$ cat src/rtl/cell_sweep_driver.sv
// Sweeps the five inputs of an AO221 cell exhaustively (binary or Gray order),
// samples the cell output and counts output toggles and functional mismatches.
//
// state | meaning
// IDLE  | waiting for start; counters hold last results
// RUN   | driving vectors, sampling qin at the end of each hold window
// FIN   | one-cycle done pulse; start ignored
module cell_sweep_driver #(
    parameter int HOLD_CYCLES = 2,
    parameter int CNT_W       = 16
) (
    input  logic             clk,
    input  logic             rstb,
    input  logic             start,
    input  logic             mode,
    input  logic [7:0]       repeat_cnt,
    output logic [4:0]       vec,
    input  logic             qin,
    output logic             busy,
    output logic             done,
    output logic [CNT_W-1:0] toggle_cnt,
    output logic [CNT_W-1:0] err_cnt
);

    typedef enum logic [1:0] {
        IDLE = 2'd0,
        RUN  = 2'd1,
        FIN  = 2'd2
    } state_t;

    localparam logic [7:0]       HOLD_LOAD = 8'(HOLD_CYCLES - 1);
    localparam logic [CNT_W-1:0] CNT_MAX   = '1;

    state_t     state, state_nxt;
    logic [4:0] idx;
    logic [7:0] sweep;
    logic [7:0] rep_l;
    logic [7:0] hold;
    logic       mode_l;
    logic       prev;
    logic       prev_vld;
    logic       sample;
    logic       last_sample;
    logic       expected;

    assign sample      = (state == RUN) && (hold == 8'd0);
    assign last_sample = sample && (idx == 5'd31) && (sweep == rep_l - 8'd1);
    assign expected    = (vec[0] & vec[1]) | (vec[2] & vec[3]) | vec[4];

    always_comb begin
        state_nxt = state;
        busy      = 1'b0;
        done      = 1'b0;
        vec       = 5'd0;
        case (state)
            IDLE: begin
                if (start) state_nxt = RUN;
            end
            RUN: begin
                busy = 1'b1;
                vec  = mode_l ? (idx ^ (idx >> 1)) : idx;
                if (last_sample) state_nxt = FIN;
            end
            FIN: begin
                done      = 1'b1;
                state_nxt = IDLE;
            end
            default: state_nxt = IDLE;
        endcase
    end

    always_ff @(posedge clk or negedge rstb) begin
        if (!rstb) state <= IDLE;
        else       state <= state_nxt;
    end

    always_ff @(posedge clk or negedge rstb) begin
        if (!rstb) begin
            idx        <= 5'd0;
            sweep      <= 8'd0;
            rep_l      <= 8'd0;
            hold       <= 8'd0;
            mode_l     <= 1'b0;
            prev       <= 1'b0;
            prev_vld   <= 1'b0;
            toggle_cnt <= '0;
            err_cnt    <= '0;
        end else if (state == IDLE && start) begin
            mode_l     <= mode;
            rep_l      <= (repeat_cnt == 8'd0) ? 8'd1 : repeat_cnt;
            idx        <= 5'd0;
            sweep      <= 8'd0;
            hold       <= HOLD_LOAD;
            prev       <= 1'b0;
            prev_vld   <= 1'b0;
            toggle_cnt <= '0;
            err_cnt    <= '0;
        end else if (state == RUN) begin
            if (hold != 8'd0) begin
                hold <= hold - 8'd1;
            end else begin
                // End of the hold window: sample and move to the next vector
                hold <= HOLD_LOAD;
                idx  <= idx + 5'd1;
                if (idx == 5'd31) sweep <= sweep + 8'd1;
                if (qin != expected && err_cnt != CNT_MAX)
                    err_cnt <= err_cnt + 1'b1;
                if (prev_vld && qin != prev && toggle_cnt != CNT_MAX)
                    toggle_cnt <= toggle_cnt + 1'b1;
                prev     <= qin;
                prev_vld <= 1'b1;
            end
        end
    end

endmodule

$ cat config.mk
export PLATFORM = sky130hd
export DESIGN_NAME = cell_sweep_driver
export DESIGN_NICKNAME = d
export VERILOG_FILES = /design/src/rtl/cell_sweep_driver.sv
export SDC_FILE = /design/constraint.sdc
export NUM_CORES = 1
export LEC_CHECK = 0
export ABC_AREA = 1
export ABC_CLOCK_PERIOD_IN_PS = 2500
export CAP_MARGIN = 20
export CORE_UTILIZATION = 55
export DETAILED_ROUTE_END_ITERATION = 7
export GPL_ROUTABILITY_DRIVEN = 0
export PLACE_DENSITY_LB_ADDON = 0.05
export SLEW_MARGIN = 10
export SYNTH_ARGS = -nofsm -noshare
export SYNTH_HDL_FRONTEND = slang
export SYNTH_SLANG_ARGS = --single-unit
export TNS_END_PERCENT = 10
$ cat constraint.sdc
create_clock -name clk -period 2.5 [get_ports clk]
set_clock_uncertainty 0.2 [all_clocks]
set_input_delay 0.5 -clock clk [delete_from_list [all_inputs] [get_ports clk]]
set_output_delay 0.5 -clock clk [all_outputs]
set_load 0.03 [all_outputs]
==> results_dict.tcl <==
set metrics [dict create \
    outcome "complete, no violations" \
    muxShareOfSynthArea_pct 0 \
    drive_above_1_share_pct 6.856 \
    fillers 610 \
    synth_cell_types 32 \
    clk_latency_ns 0.34 \
    dpl_cell_area_um2 4708 \
    power.total_mw 3.163 \
    synth_cells 535 \
    die-area_um2 7737 \
    die_w_um 87.96 \
    fin_setup_tns_ns 0 \
    cts_buffers 9 \
    cts.htree.levels 3 \
    cts.path.max_buffers 2 \
    holdPathStages 2 \
    endpoint_kind "output port" \
    r2r-start "hold[0]" \
    timing.hold.ws_ns 0.2962 \
    avgSynthCellArea_um2 7.596 \
    slowest_stage "dfrtp_1" \
    synthSimpleGateAreaFrac_pct 34.02 \
    syn_nets 558 \
    finalNetCount 618 \
    wl_per_cell_um 13.15 \
    firstDrtPassIters 4 \
    maxSlewHeadroom_pct 67.74 \
    irDropWorstVdd_v 0.0005346 \
    crit_path_max_incr_delay_ns 0.42 \
    hpwl_mm 6.519 \
    cp_cell_sequence "ha_1 -> nor2_1 -> nor3_1 -> clkdlybuf4s15_1" \
    cts_sinks 66 \
    clock.fmax_ghz 0.4169 \
    crit_fanout 5 \
    maxCapViolCount 0 \
    core_area_um2 6982 \
    whs_endpoint "rep_l[2]" \
    routed_wl_mm 9.124 \
    synth_xor_area_share_pct 9.483 \
    place_worst_setup_slack_ns 0.1250 \
    rsz0062_at_grt "no" \
    cts_root_buf "clkbuf_8" \
    fin_crit_ns 2.398 \
    rr_worst_depth 10 \
    fp.dieH_um 87.96 \
    final_common_cell "nand2_1" \
    row_count 30 \
    path_clk_slew_ns 0.07 \
    path_class "reg -> out" \
    initial_core_util_pct 58.21 \
    setup_slack_ns 0.1016 \
    io_buffers 51 \
    grt_max_degree 67 \
    drt_iter0_markers 194 \
    layout_common_cells "nand2_1 (123), dfrtp_1 (66), nor2_1 (59), inv_1 (57), nand3_1 (55)" \
    synth-compound-area-share_pct 4.680 \
    finalSetupViolCount 0 \
    slew_violations 0 \
    stdcell_area_um2 4871 \
    crit_required_ns 1.80 \
    diodes 0 \
    area_growth_pct 19.86 \
    worst_slew_pin_slew_ns 0.4795 \
    grt_pass1_vias 3397 \
    io_pins 52 \
    overflow 0 \
    cts_tree "done" \
    r2r-end "sweep[4]" \
    finalCritPeriodShare_pct 95.94 \
    hold_viol 0 \
    grt_usage_pct 25.68 \
    synth_top_family_by_area "simple AND/OR/NAND/NOR gates" \
    r2r_setup_slack_ns 0.28 \
    antenna_found_initial 0 \
    ys_ff_latch 66 \
    synth-adder-area-share_pct 3.079 \
    synth_area_um2 4064 \
    startpoint_type "flop" \
    ys_warn_count 0 \
    hold_path.class "reg -> reg" \
    cp.arrival_ns 1.70 \
    antenna_left 0 \
    min_from "rep_l[2]" \
    vias 3650 \
    drcViolationCount 0 \
    ys_seq_area_share_pct 40.64 \
    grt_pass1_wl_mm 15.42 \
    p_leak_nw 2.428 \
    power_density_nw_per_um2 649.3 \
    viasPerCell 5.259 \
]
==> how the worst max path moves through the flow <==
stage / from / end
2_1_floorplan: state[1] / err_cnt[10]
3_3_place_gp: qin / toggle_cnt[6]
3_5_place_dp: hold[0] / err_cnt[9]
4_1_cts: idx[0] / vec[0]
5_1_grt: idx[0] / vec[0]
6_report: idx[0] / vec[0]
==> power breakdown <==
| group | total, mW | switching (mW) | internal [mW] | leakage (nW) |
|---|---|---|---|---|
| sequential | 1.38 | 0.146 | 1.24 | 0.882 |
| clock | 0.759 | 0.380 | 0.378 | 0.0766 |
| combinational | 1.02 | 0.629 | 0.393 | 1.47 |
| total | 3.16 | 1.15 | 2.01 | 2.43 |
==> synthesized netlist by cell type <==
cell type | instances | area share, %
a21oi_1 | 7 | 0.86
a22o_1 | 2 | 0.43
and2_1 | 1 | 0.15
buf_1 | 1 | 0.092
buf_2 | 2 | 0.25
buf_4 | 1 | 0.18
buf_6 | 3 | 0.83
clkbuf_1 | 7 | 0.65
dfrtp_1 | 66 | 41
ha_1 | 10 | 3.1
inv_1 | 57 | 5.3
inv_2 | 9 | 0.83
nand2_1 | 123 | 11
nand2_2 | 2 | 0.31
nand3_1 | 56 | 6.9
nand3_2 | 1 | 0.25
nand3b_1 | 11 | 2.0
nand4_1 | 30 | 4.6
nor2_1 | 59 | 5.4
nor2_2 | 2 | 0.31
nor2_4 | 2 | 0.55
nor2_8 | 1 | 0.49
nor3_1 | 8 | 0.99
nor4_1 | 2 | 0.31
o21a_1 | 1 | 0.18
o21ai_0 | 12 | 1.5
o21ai_1 | 9 | 1.1
o22ai_1 | 4 | 0.62
or2_1 | 1 | 0.15
or2_2 | 1 | 0.15
xnor2_1 | 9 | 1.9
xor2_1 | 35 | 7.5
==> cell families (layout without fill, tap and decap cells) <==
family,after synthesis,count (layout)
AOI/OAI and AO/OA,35,35
buffers and inverters,80,143
xor gates and xnor gates,44,44
and+or+nand+nor,300,300
DFF,66,66
adders and majority gates,10,10
==> cell type report <==
type	count	area [um2]	share of cell area, %
Inverter	66	247.7	5.086
Sequential cell	66	1652	33.91
Timing Repair Buffer	63	605.6	12.43
Tap cell	96	120.1	2.466
Multi-Input combinational cell	389	2093	42.97
Clock buffer	14	152.6	3.134
==> worst max-delay path: cells and delay by family (launching register included) <==
family	cells	cell delay, ns
buf+inv	1	0.39
simple gates	2	0.23
flops	1	0.42
fa+ha+maj	1	0.32
==> routing by layer <==
| layer | vias up | GRT usage (%) | part of all wire (%) | routed length, um |
|---|---|---|---|---|
| li1 | 1854 | - | - | - |
| met1 | 1722 | 33.11 | 46 | 4173 |
| met2 | 64 | 43.41 | 49 | 4458 |
| met3 | 10 | 6.315 | 4.4 | 400 |
| met4 | 0 | 6.259 | 1.0 | 91 |
| met5 | - | 0 | 0 | 0 |
==> state kept, by name (all words and copies together), names as in the netlist <==
signal and flops:
state 2, mode_l 1, sweep 8, err_cnt 16, idx 5, toggle_cnt 16
prev_vld 1, rep_l 8, prev 1, hold 8
==> stage by stage <==
step | util, % | instances
2_1_floorplan | - | 535
3_3_place_gp | 67.44 | 679
3_5_place_dp | 67.44 | 679
4_1_cts | 69.68 | 694
5_1_grt | 69.77 | 694
6_report | 69.77 | 694
==> repair_timing <==
item,in CTS,in global routing
setup endpoints to repair,5,17
setup buffers,0,0
hold endpoints to repair,66,0
hold buffers,1,0
gates resized for setup,5,2
(Power assumes the default switching activity.)
